File: src/rtl/muldiv_unit.sv
// Iterative multiply/divide unit with HI/LO result registers.
// One shift-add or restoring-divide step per clock on operand magnitudes; sign fix-up at the end.
module muldiv_unit #(
    parameter int unsigned WIDTH  = 32,
    parameter int unsigned SIGNED = 1
) (
    input  logic             clk,
    input  logic             rst_n,
    input  logic             start,
    input  logic [3:0]       op,
    input  logic [WIDTH-1:0] a,
    input  logic [WIDTH-1:0] b,
    input  logic             flush,
    output logic             busy,
    output logic             done,
    output logic             div_by_zero,
    output logic [WIDTH-1:0] hi,
    output logic [WIDTH-1:0] lo,
    output logic [WIDTH-1:0] rd_data,
    output logic             stall
);

    localparam logic [3:0] OpMult = 4'b1111;
    localparam logic [3:0] OpDiv  = 4'b1110;
    localparam logic [3:0] OpMfhi = 4'b0011;
    localparam logic [3:0] OpMflo = 4'b0100;

    localparam logic [1:0] StIdle = 2'd0;
    localparam logic [1:0] StRun  = 2'd1;
    localparam logic [1:0] StFin  = 2'd2;

    localparam int unsigned CntW = $clog2(WIDTH) + 1;

    logic [1:0]         state_q, state_d;
    logic [CntW-1:0]    cnt_q, cnt_d;
    logic               is_div_q, is_div_d;
    logic               dz_q, dz_d;
    logic               neg_q, neg_d;
    logic               sa_q, sa_d;
    logic [WIDTH-1:0]   mag_a_q, mag_a_d;
    logic [WIDTH-1:0]   mag_b_q, mag_b_d;
    logic [2*WIDTH-1:0] acc_q, acc_d;
    logic [WIDTH-1:0]   rem_q, rem_d;
    logic [WIDTH-1:0]   hi_q, hi_d;
    logic [WIDTH-1:0]   lo_q, lo_d;
    logic               done_q, done_d;
    logic               dbz_q, dbz_d;

    logic               sign_a, sign_b;
    logic [WIDTH-1:0]   mag_a, mag_b;
    logic [WIDTH-1:0]   mul_addend;
    logic [WIDTH:0]     mul_sum;
    logic [WIDTH:0]     div_shift;
    logic               div_ge;
    logic [WIDTH-1:0]   div_diff;
    logic [2*WIDTH-1:0] prod;
    logic [WIDTH-1:0]   quot;
    logic [WIDTH-1:0]   remv;
    logic               accept;

    always_comb begin
        sign_a = (SIGNED != 0) && a[WIDTH-1];
        sign_b = (SIGNED != 0) && b[WIDTH-1];
        mag_a  = sign_a ? -a : a;
        mag_b  = sign_b ? -b : b;
        accept = start && !flush && (op == OpMult || op == OpDiv);
    end

    // Datapath steps; the multiplier and quotient share the low half of acc_q.
    always_comb begin
        mul_addend = acc_q[0] ? mag_a_q : {WIDTH{1'b0}};
        mul_sum    = {1'b0, acc_q[2*WIDTH-1:WIDTH]} + {1'b0, mul_addend};
        div_shift  = {rem_q, acc_q[WIDTH-1]};
        div_ge     = div_shift >= {1'b0, mag_b_q};
        div_diff   = div_shift[WIDTH-1:0] - mag_b_q;
        prod       = neg_q ? -acc_q : acc_q;
        quot       = neg_q ? -acc_q[WIDTH-1:0] : acc_q[WIDTH-1:0];
        remv       = sa_q ? -rem_q : rem_q;
    end

    always_comb begin
        state_d  = state_q;
        cnt_d    = cnt_q;
        is_div_d = is_div_q;
        dz_d     = dz_q;
        neg_d    = neg_q;
        sa_d     = sa_q;
        mag_a_d  = mag_a_q;
        mag_b_d  = mag_b_q;
        acc_d    = acc_q;
        rem_d    = rem_q;
        hi_d     = hi_q;
        lo_d     = lo_q;
        done_d   = 1'b0;
        dbz_d    = dbz_q;

        case (state_q)
            StIdle: begin
                if (accept) begin
                    is_div_d = (op == OpDiv);
                    sa_d     = sign_a;
                    neg_d    = sign_a ^ sign_b;
                    mag_a_d  = mag_a;
                    mag_b_d  = mag_b;
                    cnt_d    = '0;
                    rem_d    = '0;
                    acc_d    = (op == OpDiv) ? {{WIDTH{1'b0}}, mag_a} : {{WIDTH{1'b0}}, mag_b};
                    dz_d     = (op == OpDiv) && (b == '0);
                    // A zero divisor skips the iterations and reports from FIN.
                    state_d  = ((op == OpDiv) && (b == '0)) ? StFin : StRun;
                end
            end
            StRun: begin
                if (flush) begin
                    state_d = StIdle;
                end else begin
                    if (is_div_q) begin
                        rem_d = div_ge ? div_diff : div_shift[WIDTH-1:0];
                        acc_d = {acc_q[2*WIDTH-1:WIDTH], acc_q[WIDTH-2:0], div_ge};
                    end else begin
                        acc_d = {mul_sum, acc_q[WIDTH-1:1]};
                    end
                    cnt_d = cnt_q + CntW'(1);
                    if (cnt_q == CntW'(WIDTH - 1)) begin
                        state_d = StFin;
                    end
                end
            end
            StFin: begin
                state_d = StIdle;
                if (!flush) begin
                    done_d = 1'b1;
                    dbz_d  = dz_q;
                    if (!dz_q) begin
                        if (is_div_q) begin
                            hi_d = remv;
                            lo_d = quot;
                        end else begin
                            {hi_d, lo_d} = prod;
                        end
                    end
                end
            end
            default: state_d = StIdle;
        endcase
    end

    always_ff @(posedge clk or negedge rst_n) begin
        if (!rst_n) begin
            state_q  <= StIdle;
            cnt_q    <= '0;
            is_div_q <= 1'b0;
            dz_q     <= 1'b0;
            neg_q    <= 1'b0;
            sa_q     <= 1'b0;
            mag_a_q  <= '0;
            mag_b_q  <= '0;
            acc_q    <= '0;
            rem_q    <= '0;
            hi_q     <= '0;
            lo_q     <= '0;
            done_q   <= 1'b0;
            dbz_q    <= 1'b0;
        end else begin
            state_q  <= state_d;
            cnt_q    <= cnt_d;
            is_div_q <= is_div_d;
            dz_q     <= dz_d;
            neg_q    <= neg_d;
            sa_q     <= sa_d;
            mag_a_q  <= mag_a_d;
            mag_b_q  <= mag_b_d;
            acc_q    <= acc_d;
            rem_q    <= rem_d;
            hi_q     <= hi_d;
            lo_q     <= lo_d;
            done_q   <= done_d;
            dbz_q    <= dbz_d;
        end
    end

    always_comb begin
        busy        = (state_q != StIdle);
        stall       = start && busy;
        done        = done_q;
        div_by_zero = dbz_q;
        hi          = hi_q;
        lo          = lo_q;
        case (op)
            OpMfhi:  rd_data = hi_q;
            OpMflo:  rd_data = lo_q;
            default: rd_data = '0;
        endcase
    end

endmodule

File: config.mk
export PLATFORM = sky130hd
export DESIGN_NAME = muldiv_unit
export DESIGN_NICKNAME = d
export VERILOG_FILES = /design/src/rtl/muldiv_unit.sv
export SDC_FILE = /design/constraint.sdc
export NUM_CORES = 1
export LEC_CHECK = 0
export CAP_MARGIN = 5
export CORE_UTILIZATION = 47
export DETAILED_ROUTE_END_ITERATION = 6
export PLACE_DENSITY = 0.76
export SYNTH_ARGS = -nofsm -noshare
export SYNTH_HDL_FRONTEND = slang
export SYNTH_SLANG_ARGS = --single-unit
export TNS_END_PERCENT = 50
File: constraint.sdc
create_clock -name clk -period 8.5 [get_ports clk]
set_input_delay 2.125 -clock clk [delete_from_list [all_inputs] [get_ports clk]]
set_output_delay 2.125 -clock clk [all_outputs]
set_load 0.01 [all_outputs]
==> results of run 1 <==
layout make-up:
type	count	area (µm²)
flip-flops and latches	238	5960
multi-input cells	1713	10800
repair buffers	188	1860
clock buffers	29	703
inverters	61	229
clock inverters	20	335
fillers	3343	16100
well taps	468	586
power groups by stage:
stage / registers (W) / logic (W) / clock network, W
after floorplan: 0.00168 / 0.00109 / 0
after global placement: 0.00181 / 0.00174 / 0
after detailed placement: 0.00182 / 0.00178 / 0
after CTS: 0.00180 / 0.00179 / 0.00137
after global routing: 0.00185 / 0.00197 / 0.00142
final: 0.00182 / 0.00182 / 0.00136
worst register-to-register path: stages, from the launching register on:
cell and delay, ns:
sky130_fd_sc_hd__dfrtp_1 0.52, sky130_fd_sc_hd__ha_1 0.49, sky130_fd_sc_hd__and4_1 0.28, sky130_fd_sc_hd__nand3_1 0.14, sky130_fd_sc_hd__nor4_1 0.52, sky130_fd_sc_hd__a221oi_1 0.18
sky130_fd_sc_hd__o21ai_0 0.19, sky130_fd_sc_hd__a31o_2 0.74, sky130_fd_sc_hd__nand2_1 0.52, sky130_fd_sc_hd__o21bai_1 0.30, sky130_fd_sc_hd__o211ai_1 0.08
state kept, by name, summed over array words and instances, names as in the netlist:
register / flops
neg_q: 1
done: 1
mag_b_q: 32
mag_a_q: 32
state_q: 2
dz_q: 1
rem_q: 32
sa_q: 1
is_div_q: 1
acc_q: 64
hi: 32
cnt_q: 6
lo: 32
div_by_zero: 1
cell families after synthesis:
group	share of synthesized area [%]
buffers and inverters	4.13
xor gates and xnor gates	10.2
and+or+nand+nor	19.7
AOI/OAI and AO/OA	23.4
DFF	34.2
adders and majority gates	5.19
muxes	3.16
per-layer routing:
metal / routed length (µm) / up-vias
met4: 2020 / 0
met3: 4290 / 110
met5: 0 / -
met2: 25400 / 739
met1: 26500 / 7949
li1: - / 7798
stage by stage:
stage / total power (W) / std cells
2_1_floorplan: 0.00277 / 2140
3_3_place_gp: 0.00354 / 2668
3_5_place_dp: 0.00360 / 2668
4_1_cts: 0.00497 / 2717
5_1_grt: 0.00525 / 2717
6_report: 0.00500 / 2717
layout by cell type (no fill, tap or decap), types with 11 or more instances in the layout:
cell type and instances:
sky130_fd_sc_hd__nand2_1 363, sky130_fd_sc_hd__o21ai_0 291, sky130_fd_sc_hd__dfrtp_1 237, sky130_fd_sc_hd__clkdlybuf4s50_1 170
sky130_fd_sc_hd__xor2_1 137, sky130_fd_sc_hd__a21oi_1 109, sky130_fd_sc_hd__nor2_1 104, sky130_fd_sc_hd__ha_1 69
sky130_fd_sc_hd__xnor2_1 63, sky130_fd_sc_hd__inv_1 60, sky130_fd_sc_hd__mux2i_1 47, sky130_fd_sc_hd__a22o_1 38
sky130_fd_sc_hd__and2_1 38, sky130_fd_sc_hd__a21o_1 36, sky130_fd_sc_hd__o31ai_1 32, sky130_fd_sc_hd__nand3_1 31
sky130_fd_sc_hd__nor3_1 31, sky130_fd_sc_hd__clkbuf_16 27, sky130_fd_sc_hd__a31oi_1 25, sky130_fd_sc_hd__or3_1 23
sky130_fd_sc_hd__o41ai_1 21, sky130_fd_sc_hd__nand2b_1 18, sky130_fd_sc_hd__nor2b_1 17, sky130_fd_sc_hd__nand4_1 17
sky130_fd_sc_hd__or4_1 17, sky130_fd_sc_hd__buf_4 16, sky130_fd_sc_hd__nor4_1 15, sky130_fd_sc_hd__or2_2 11
Yosys cell counts, types with 19 or more instances:
cell                         n
sky130_fd_sc_hd__nand2_1   363
sky130_fd_sc_hd__o21ai_0   291
sky130_fd_sc_hd__dfrtp_1   238
sky130_fd_sc_hd__xor2_1    137
sky130_fd_sc_hd__clkbuf_1  119
sky130_fd_sc_hd__a21oi_1   109
sky130_fd_sc_hd__nor2_1    104
sky130_fd_sc_hd__ha_1       69
sky130_fd_sc_hd__xnor2_1    63
sky130_fd_sc_hd__inv_1      60
sky130_fd_sc_hd__mux2i_1    47
sky130_fd_sc_hd__a22o_1     38
sky130_fd_sc_hd__and2_1     38
sky130_fd_sc_hd__a21o_1     36
sky130_fd_sc_hd__nor3_1     33
sky130_fd_sc_hd__o31ai_1    32
sky130_fd_sc_hd__nand3_1    31
sky130_fd_sc_hd__a31oi_1    25
sky130_fd_sc_hd__or3_1      24
sky130_fd_sc_hd__o41ai_1    21
sky130_fd_sc_hd__nand2b_1   19
how the worst max path moves through the flow:
stage / startpoint / end / slack [ns] / cells past startpoint
5_1_grt: op[2] / rd_data[5] / 2.17 / 5
3_3_place_gp: op[2] / rd_data[5] / 2.40 / 5
6_report: op[2] / rd_data[2] / 2.30 / 5
4_1_cts: op[2] / rd_data[2] / 2.31 / 5
3_5_place_dp: op[2] / rd_data[2] / 2.31 / 5
2_1_floorplan: op[0] / rd_data[0] / 3.17 / 3
==> results.md, run 1 <==
- The worst-case hold path end point is mag_b_q[7].
- The number of buffers created by CTS is 27.
- For this design, the sink count on the clock tree is 238.
- The number of H-tree levels is 1.
- The ratio of routed vias to standard cells is 6.11.
- The share of the synthesized area in the top cell type is 34.2%.
- The design internal power is between 0.003 and 0.004 W.
- For this run, the slowest stage of the critical path takes 0.55 ns.
- The worst path uses between 70% and 80% of the clock period.
- No sink is reached through more buffers than the 3 on the longest clock path.
- The max-slew violation count is 0.
- Once detail routing completed, the nets flagged for antenna violations numbered 0.
- Ranked by total cell area, the synthesized netlist is headed by sky130_fd_sc_hd__dfrtp_1 (34%), sky130_fd_sc_hd__o21ai_0 (8.4%), sky130_fd_sc_hd__nand2_1 (7.8%), sky130_fd_sc_hd__xor2_1 (6.9%), sky130_fd_sc_hd__ha_1 (5.0%).
- The met1 track demand over resource is roughly 44%.
- The post-CTS setup repair buffer count is 0.
- The number of gates resized after CTS was 0.
- TritonCTS built the clock tree.
- The die is just under 200 µm tall.
- The full die area is 0.0378 mm².
- In the synthesized netlist the dominant register cell turns out to be sky130_fd_sc_hd__dfrtp_1.
- The critical path goes through clkdlybuf4s50_1 -> nor4b_2 -> buf_4 -> a22o_1 -> clkdlybuf4s50_1.
- The count of maximum capacitance violations is 0.
- The share of final-layout standard cells stronger than drive strength 1 is 5.16%.
- Cells fill 56.0% of the core in the end.
- After detailed routing, the average wire length per cell comes to 21.4 µm.
- Setup repair after global routing left no endpoint under its margin.
- The global routing stage identified its most utilized layer as met2.
- The sequential share of the synthesized area is 34.2%.
- The count of nets after finishing is 2372.
- The worst register-to-register path has a depth of 10.
- The worst register-to-register path ends at rem_q[31].
- The floorplan has 70 rows.
- The number of antenna diodes in the final layout is 0.
- The finished cells cover 0.0204 mm².
- In this run, flip-flops and latches consume a little over a third of the power.
- The detailed-router iteration count before antenna repair is 6.
- Global routing used 30.4% of the available tracks.
- Routability-driven placement finished with a final weighted congestion of 1.01.
- Pin placement for this block handled 172 I/O pins.
- Buffers inserted to repair hold after CTS numbered 0.
- The element type at the critical path end is an output port.
- The total negative slack for setup checks is 0 ns.
- The wire length reported by the detailed router is 58200 µm.
- Headroom to the max-slew limit came out at 15.2%.
- The startpoint of the most critical hold path is mag_b_q[7].
- The required time reported for the critical path endpoint is 6.38 ns.
- Derived from the worst setup path, the maximum achievable clock frequency is 161 MHz.
- Counting flops and latches in the post-synthesis netlist gives 238.
- The cell depth of the worst hold path is 2.
- The starting utilization of the core area is a little under half.
- OpenSTA, run right after detailed placement, puts the worst setup slack at 2.31 ns.
- The slowest cell on the critical path is sky130_fd_sc_hd__clkdlybuf4s50_1.
- The via count of the first global-routing pass is roughly 15000.
- The maximum fanout along the worst path is 32.
- The run finished with clean final reports.
- The leakage power summed over all cells is around 8.9 nW.
- The number of failing setup endpoints in the final timing report is 0.
- The initial antenna violation count came to 1.
- Synthesis produced a netlist whose cell count is approximately 2100.
- The floorplan core area is between 0.03 and 0.04 mm².
- In this run the critical register-to-register path is launched from rem_q[12].
- The via total after detailed routing is 16600.
- The switching share of power is ~39%.
- Detailed placement finished with a half-perimeter wire length of 44900 µm.
- The fraction of met2 tracks used by global routing is 46.9%.
- The horizontal die dimension is between 150 and 200 µm.
- The area of the mapped netlist is 0.0174 mm².
- The analysis attributes to net switching a power of 0.00196 W.
- The area added between synthesis and finish is 17.4%.
- Counting I/O delays and the setup requirement, the final critical path takes 6.20 ns.
- The clock latency on the worst-skew pair is 0.56 ns.
- The clock share of power is 27.3%.
- Broken down by cell family, the worst path's largest delay share belongs to buffers and inverters.
- IR analysis of the VDD net gives a maximum drop of 0.000153 V.
- The worst path buffer plus inverter count is 3.
- The worst-margin pin slew is 1.27 ns.
- The final number of hold-violating endpoints is 0.
- Once placement finished, the instance area stood at 0.0194 mm².
- The root buffer cell is sky130_fd_sc_hd__clkbuf_16.
- The setup check on the worst reg-to-reg path leaves a slack of 4.45 ns.
- The Yosys warning count is 0.
- The violation count after the first detailed-route iteration is about 1800.
- In the global route stage, met3 resource usage came out at between 4 and 5%.
- The synthesized design contains 0 enable-type register cells.
- The count of buffers added on input and output ports is 171.
- The pin count of the biggest net entering global routing is 123.
- Summed over all instances, the cell type with the most area after synthesis is sky130_fd_sc_hd__dfrtp_1.
- The remaining design rule violation count is 0.
- The class of the most critical hold timing path is flip-flop to flip-flop.
- The number of nets in the synthesized netlist is between 2000 and 2500.
- For this run the aggregate overflow at the end of global routing stands at 0.
- The worst setup path is of the input port to output port kind.
- The arrival time of the worst setup path is just over 4 ns.
- Power spread over the standard cell area amounts to around 240 mW/mm².
- Clock-pin slew was measured on the worst setup and hold paths at 0.06 ns.
- The per-instance average area after synthesis is 8.13 µm².
- The count of distinct cell types in the synthesized netlist is 81.
- The worst path meets setup with 2.30 ns of slack.
- For this run, asynchronously set or reset flops after synthesis account for 100%.
- The startpoint type of the worst setup path is an input port.
- Of the total power, combinational logic draws 36.3%.
- Clock skew on the completed layout was measured at 0.0192 ns.
- The worst hold-check slack is ~0.48 ns.
- The cell seen most often among critical-path stages is sky130_fd_sc_hd__clkdlybuf4s50_1.
- The global-route wire length before repair is around 90000 µm.
Note: power is estimated with default switching activity, not from simulation.
==> run 2, diff against run 1 <==
==> constraint.sdc (replaced) <==
create_clock -name clk -period 6 [get_ports clk]
set_input_delay 1.5 -clock clk [delete_from_list [all_inputs] [get_ports clk]]
set_output_delay 1.5 -clock clk [all_outputs]
set_load 0.01 [all_outputs]
==> run 2 against run 1 <==
Net effect: clock skew down 0.0087 ns; register-to-register slack worse by 2.6 ns; sequential power up 43%; die area unchanged; non-clock buffer count up 5; highest routed layer is now met5; largest power group unchanged; final area about the same; final cell count up 0.29%; clock power up 36%; via count up 0.23%; flip-flop and latch count unchanged; global-route usage up 0.79 points; sequential share of layout area about the same.
==> results.md, run 2 (synthesis results as in run 1) <==
- The estimated wirelength of the detail-placed design is 45900 µm (was 44900 µm).
- The number of failing setup endpoints in the final timing report is 0 (unchanged).
- The initial antenna violation count came to 1 (unchanged).
- The residual overflow from global routing was 0 (unchanged).
- The final routed wire length divided by cell count is 21.8 µm (was 21.4 µm).
- The count of maximum capacitance violations came to 0 (unchanged).
- The worst setup path category is input port to output port (unchanged).
- The final number of hold-violating endpoints was 0 (unchanged).
- The final worst slack came to 1.09 ns (was 2.30 ns).
- The setup skew after layout is 0.0105 ns (was 0.0192 ns).
- RSZ-0062 raised after global routing: false (unchanged).
- The class of the most critical hold timing path is flip-flop to flip-flop (unchanged).
- The final critical delay including setup and external delays is 4.91 ns.
- The root buffer cell was sky130_fd_sc_hd__clkbuf_16 (unchanged).
- The max-slew violation count came to 0 (unchanged).
- The number of fill cells in the layout was 3330 (was 3343).
- The clock tree from TritonCTS is done (unchanged).
- The total routing usage reported by global routing is 31.2% (was 30.4%).
- The element type at the critical path end is an output port (unchanged).
- The count of nets after finishing is 2378 (was 2372).
- The final antenna-violating net count is 0 (unchanged).
- The floorplan core area is 0.0365 mm² (unchanged).
- The total negative slack for setup checks was 0 ns (unchanged).
- The clock-pin slew on the worst setup and hold paths is 0.06 ns (about the same).
- The worst-margin pin slew is 1.24 ns (was 1.27 ns).
- The length of routed met3 wiring is 4970 µm (was 4290 µm).
- The register name with the most flops was acc_q (unchanged).
- The leakage power summed over all cells is 8.94 nW (was 8.93 nW).
- The post-cts resize count came to 0 (unchanged).
- The remaining design rule violation count is 0 (unchanged).
- The ratio of routed vias to standard cells came to 6.10 (was 6.11).
- The maximum fanout along the worst path was 32 (unchanged).
- The wire length reported by the detailed router is 59400 µm (was 58200 µm).
- The y dimension of the die was 194 µm (unchanged).
- The startpoint type of the worst setup path is an input port (unchanged).
- The total of buffers placed on input and output ports is 171 (unchanged).
- Based on the critical path, the design can be clocked at up to a little over 200 MHz.
- The share of final-layout standard cells stronger than drive strength 1 is 5.49% (was 5.16%).
- The arrival time of the worst setup path is 3.41 ns (was 4.07 ns).
- The flip-flop count of the largest register after layout is 64 (unchanged).
- The via count of the first global-routing pass came to 15600 (was 15400).
- The detailed-router iteration count before antenna repair is 6 (unchanged).
- The max-slew headroom at the worst pin is 16.8% (was 15.2%).
- Result of the run: finished clean (unchanged).
- The routability-driven placement congestion ratio is 0.959 (was 1.01).
- The post-CTS setup repair buffer count was 0 (unchanged).
- The count of hold-fix buffers inserted at cts is 0 (unchanged).
- The horizontal die dimension is 194 µm (unchanged).
- The number of rows created at floorplan came to 70 (unchanged).
- The required time reported for the critical path endpoint is 4.50 ns (was 6.38 ns).
- The full die area is 0.0378 mm² (unchanged).
- The minimum setup slack after placement is 1.09 ns (was 2.31 ns).
- The total placed instance area is 0.0194 mm² (about the same).
- The topmost layer with routed signal wires is met5 (was met4).
- The number of buffers created by CTS is 28 (was 27).
- The pin count of the biggest net entering global routing came to 127 (was 123).
- The overall power was 0.00701 W (was 0.00500 W).
- The power density normalized to cell area is 343 mW/mm² (was 245 mW/mm²).
- The worst voltage drop across the vdd grid is 0.000249 V (was 0.000153 V).
- The antenna cell count is 0 (unchanged).
- Top library cells by usage in the layout, fill and taps aside: sky130_fd_sc_hd__nand2_1 (363), sky130_fd_sc_hd__o21ai_0 (291), sky130_fd_sc_hd__dfrtp_1 (237), sky130_fd_sc_hd__clkdlybuf4s50_1 (170), sky130_fd_sc_hd__xor2_1 (137) (unchanged).
- The violation count after the first detailed-route iteration came to 1508 (was 1818).
- The most common library cell in the layout ignoring fill and taps was sky130_fd_sc_hd__nand2_1 (unchanged).
- The number of placed I/O pins came to 172 (unchanged).
- The number of sinks on the clock net came to 238 (unchanged).
- The final design instance area without fill came to 0.0204 mm² (about the same).
- The area added between synthesis and finish is 17.5% (was 17.4%).
- The largest buffer count on any clock path was 3 (unchanged).
- The via total after detailed routing is 16600 (about the same).
- The starting utilization of the core area is 47.7% (unchanged).
- The clock latency on the worst-skew pair is 0.57 ns (was 0.56 ns).
- The post-route met1 wirelength is 26800 µm (was 26500 µm).
- The global-route wire length before repair came to 91300 µm (was 90100 µm).
- The routed length on met2 was 24500 µm (was 25400 µm).
- The worst path uses approximately four fifths of the clock period.
- The number of H-tree levels is 1 (unchanged).
## run 2: cell count changes in the layout (fill, tap and decap cells not counted), sizes merged
cell,previous run,this run
clkinv,3,8
clkbuf,29,33
inv,65,62
bufinv,8,4
clkinvlp,5,6
buf,18,23
## run 2: cell type report
cell class                 instances  area, µm²  area share [%]
clock buffer                      33        781            3.82
inverter                          61        229            1.12
clock inverter                    19        229            1.12
sequential                       238       5960            29.1
timing repair buffer             193       1890            9.26
multi-input combinational       1713      10800            52.7
tap                              468        586            2.86
## run 2: critical path, cell delays in order
cell,delay [ns]
sky130_fd_sc_hd__clkdlybuf4s50_1,0.47
sky130_fd_sc_hd__nor4b_2,0.28
sky130_fd_sc_hd__buf_4,0.40
sky130_fd_sc_hd__a22o_1,0.20
sky130_fd_sc_hd__clkdlybuf4s50_1,0.53
## run 2: final timing paths
kind                              from     endpoint  slack, ns  cells after the start
setup / recovery                 op[0]  rd_data[18]       1.09                      5
hold / removal             mag_a_q[22]  mag_a_q[22]       0.48                      2
setup reg to reg              acc_q[0]       hi[27]       1.89                      9
hold reg to reg            mag_a_q[22]  mag_a_q[22]       0.48                      2
max in group asynchronous        rst_n     rem_q[8]       3.69                      2
min in group asynchronous        rst_n  mag_a_q[19]       1.01                      1
## run 2: layer usage
layer / vias up / GRT usage (%)
met1: 7889 / 44.5
met5: - / 0
met3: 159 / 5.90
met4: 2 / 15.3
met2: 777 / 45.2
li1: 7807 / -
## run 2: power breakdown
| part | leakage (nW) | internal [W] | switching, W |
|---|---|---|---|
| Combinational | 5.38 | 0.00111 | 0.00145 |
| Clock | 0.481 | 0.00111 | 0.000743 |
| Sequential | 3.08 | 0.00199 | 0.000619 |
## run 2: stage by stage
stage,utilization [%],hold WS [ns],instances
2_1_floorplan,-,0.441,2140
3_3_place_gp,53.2,0.457,2673
3_5_place_dp,53.2,0.464,2673
4_1_cts,56.0,0.481,2725
5_1_grt,56.0,0.504,2725
6_report,56.0,0.478,2725
==> run 3, diff against run 2 <==
--- a/config.mk
+++ b/config.mk
@@ -8,7 +8,7 @@
 export CAP_MARGIN = 5
 export CORE_UTILIZATION = 47
 export DETAILED_ROUTE_END_ITERATION = 6
-export PLACE_DENSITY = 0.76
+export PLACE_DENSITY = 0.78
 export SYNTH_ARGS = -nofsm -noshare
 export SYNTH_HDL_FRONTEND = slang
 export SYNTH_SLANG_ARGS = --single-unit
==> constraint.sdc (replaced) <==
create_clock -name clk -period 4.1 [get_ports clk]
set_input_delay 1.025 -clock clk [delete_from_list [all_inputs] [get_ports clk]]
set_output_delay 1.025 -clock clk [all_outputs]
set_load 0.01 [all_outputs]
==> run 3 against run 2 <==
Net effect: largest cell class unchanged; worst setup slack lost 0.93 ns; global-route usage grew 0.056 points; sequential share of layout area shrank 0.57 points; non-clock buffer count grew 62; power grew 44%; via count grew 2.5%; largest power group is now combinational logic; highest routed layer is now met4; critical path depth is the same; clock power grew 35%.
==> results.md, run 3 (synthesis results as in run 1) <==
- Result of the run: finished clean (unchanged).
- The final routed wire length divided by cell count is 21.3 µm (was 21.8 µm).
- The remaining design rule violation count is 0 (unchanged).
- The ratio of routed vias to standard cells came to 6.12 (was 6.10).
- The number of H-tree levels came to 1 (unchanged).
- The end of the worst register-to-register path is acc_q[56] (was hi[27]).
- The final critical delay including setup and external delays is 3.95 ns.
- The final worst slack is 0.154 ns (was 1.09 ns).
- The via count of the first global-routing pass is 16000 (was 15600).
- The total negative slack for setup checks is 0 ns (unchanged).
- The count of placed standard cells in the final layout, fillers left out is 2784 (was 2725).
- The total placed instance area came to 0.0200 mm² (was 0.0194 mm²).
- The class of the most critical hold timing path is input port to async pin (was flip-flop to flip-flop).
- The launching point of the worst reg2reg path is acc_q[0] (unchanged).
- The number of placed I/O pins is 172 (unchanged).
- Dividing the final minimum period by the clock period gives a little over nine tenths.
- The element type at the critical path end is an output port (unchanged).
- The area added between synthesis and finish is 19.8% (was 17.5%).
- The post-cts resize count came to 0 (unchanged).
- For this run, the top clock speed supported by timing is around 250 MHz.
- The arrival time of the worst setup path was 2.92 ns (was 3.41 ns).
- The floorplan core area is 0.0365 mm² (unchanged).
- The number of rows created at floorplan was 70 (unchanged).
- The number of failing setup endpoints in the final timing report came to 0 (unchanged).
- The via total after detailed routing is 17000 (was 16600).
- The residual overflow from global routing came to 0 (unchanged).
- The number of sinks on the clock net is 238 (unchanged).
- The cell seen most often among critical-path stages was sky130_fd_sc_hd__clkdlybuf4s50_1 (unchanged).
- The worst path buffer plus inverter count is 3 (unchanged).
- The largest buffer count on any clock path is 3 (unchanged).
- The total routing usage reported by global routing is 31.3% (was 31.2%).
- The global-route wire length before repair is 92600 µm (was 91300 µm).
- The pin count of the biggest net entering global routing came to 136 (was 127).
- The slowest cell on the critical path is sky130_fd_sc_hd__clkdlybuf4s50_1 (unchanged).
- RSZ-0062 raised after global routing: false (unchanged).
- The antenna cell count is 0 (unchanged).
- The post-CTS setup repair buffer count is 0 (unchanged).
- The final number of hold-violating endpoints was 0 (unchanged).
- The y dimension of the die is 194 µm (unchanged).
- The power density normalized to cell area is 485 mW/mm² (was 343 mW/mm²).
- The horizontal die dimension is 194 µm (unchanged).
- The wire length reported by the detailed router is 59400 µm (about the same).
- The required time reported for the critical path endpoint came to 3.07 ns (was 4.50 ns).
- The setup skew after layout is 0.0206 ns (was 0.0105 ns).
- The setup slack of the most critical reg-to-reg path is 0.55 ns (was 1.89 ns).
- Top library cells by usage in the layout, fill and taps aside: sky130_fd_sc_hd__nand2_1 (363), sky130_fd_sc_hd__o21ai_0 (291), sky130_fd_sc_hd__dfrtp_1 (237), sky130_fd_sc_hd__clkdlybuf4s50_1 (170), sky130_fd_sc_hd__xor2_1 (137) (unchanged).
- The max-slew violation count is 0 (unchanged).
- The starting utilization of the core area is 47.7% (unchanged).
- The worst setup path category is input port to output port (unchanged).
- The maximum fanout along the worst path is 32 (unchanged).
- The leakage power summed over all cells came to 9.21 nW (was 8.94 nW).
- The final design instance area without fill is 0.0209 mm² (was 0.0204 mm²).
- The number of fill cells in the layout is 3294 (was 3330).
- The most common library cell in the layout ignoring fill and taps was sky130_fd_sc_hd__nand2_1 (unchanged).
- The register name with the most flops is acc_q (unchanged).
- The routability-driven placement congestion ratio is 1.01 (was 0.959).
- The number of placed instances, taps included is 2735 (was 2673).
- The clock tree from TritonCTS is done (unchanged).
- The total of buffers placed on input and output ports was 171 (unchanged).
- The depth of the worst register-to-register path is 12 (was 9).
- The final antenna-violating net count is 0 (unchanged).
- The max-slew headroom at the worst pin came to 36.0% (was 16.8%).
- Critical Path, Cell by Cell: clkdlybuf4s50_1 -> nor4b_2 -> buf_12 -> a22o_1 -> clkdlybuf4s50_1 (was clkdlybuf4s50_1 -> nor4b_2 -> buf_4 -> a22o_1 -> clkdlybuf4s50_1).
- The detailed-router iteration count before antenna repair is 5 (was 6).
- The number of buffers created by CTS is 27 (was 28).
- The full die area is 0.0378 mm² (unchanged).
- The count of nets after finishing is 2439 (was 2378).
- The largest delay contributor family on the critical path was buffers and inverters (unchanged).
- The estimated wirelength of the detail-placed design came to 46500 µm (was 45900 µm).
- The flip-flop count of the largest register after layout came to 64 (unchanged).
- The initial antenna violation count was 0 (was 1).
- The count of hold-fix buffers inserted at cts is 0 (unchanged).
- The startpoint type of the worst setup path was an input port (unchanged).
- The minimum setup slack after placement is -0.159 ns (was 1.09 ns).
- The worst voltage drop across the vdd grid was 0.000325 V (was 0.000249 V).
- The clock latency on the worst-skew pair is 0.56 ns (was 0.57 ns).
- The count of maximum capacitance violations is 0 (unchanged).
- The longest individual stage delay on the worst path is 0.56 ns (was 0.53 ns).
- The violation count after the first detailed-route iteration is 1940 (was 1508).
- The root buffer cell was sky130_fd_sc_hd__clkbuf_16 (unchanged).
- The core occupancy in the finished layout is 57.1% (was 56.0%).
- The clock-pin slew on the worst setup and hold paths is 0.07 ns (was 0.06 ns).
- The worst-margin pin slew was 0.961 ns (was 1.24 ns).
- The share of final-layout standard cells stronger than drive strength 1 is 7.82% (was 5.49%).
run 3: worst max path at each step:
| stage | startpoint | to | cells after the start |
|---|---|---|---|
| 5_1_grt | op[2] | rd_data[12] | 5 |
| 4_1_cts | op[2] | rd_data[12] | 5 |
| 3_5_place_dp | b[9] | acc_q[28] | 10 |
| 3_3_place_gp | a[9] | acc_q[27] | 10 |
| 2_1_floorplan | b[9] | acc_q[28] | 9 |
| 6_report | op[2] | rd_data[12] | 5 |
run 3: worst reg2reg max path, delay by kind of cell (launching register included):
family,cells,cell delay (ns)
AO/OA/AOI/OAI,6,1.50
AND/OR/NAND/NOR,3,0.81
flip-flops,1,0.64
adder cells (fa/ha/maj),1,0.24
XOR/XNOR,1,0.17
buffers and inverters,1,0.09
run 3: stage by stage:
step / total power [W] / hold slack, ns
2_1_floorplan: 0.00573 / 0.441
3_3_place_gp: 0.00743 / 0.456
3_5_place_dp: 0.00755 / 0.465
4_1_cts: 0.0100 / 0.467
5_1_grt: 0.0107 / 0.495
6_report: 0.0101 / 0.453
run 3: cell type report:
cell class | count | area, µm² | area share [%]
Inverter | 61 | 229 | 1.10
Timing Repair Buffer | 255 | 2410 | 11.6
Clock buffer | 32 | 724 | 3.47
Multi-Input combinational cell | 1713 | 10800 | 51.6
Tap cell | 468 | 586 | 2.81
Sequential cell | 238 | 5960 | 28.6
Clock inverter | 17 | 180 | 0.864
run 3: power breakdown:
| part | internal [W] | switching, W | leakage (nW) |
|---|---|---|---|
| clock network | 0.00145 | 0.00104 | 0.442 |
| logic | 0.00170 | 0.00224 | 5.69 |
| registers | 0.00291 | 0.000760 | 3.08 |
run 3: layer usage:
metal | wire length, µm | share of wire [%] | up-vias | GRT usage (%)
li1 | - | - | 7946 | -
met1 | 26400 | 45 | 8136 | 45.3
met2 | 25400 | 43 | 851 | 47.2
met3 | 5440 | 9.2 | 110 | 5.08
met4 | 2090 | 3.5 | 0 | 10.5
met5 | 0 | 0 | - | 0
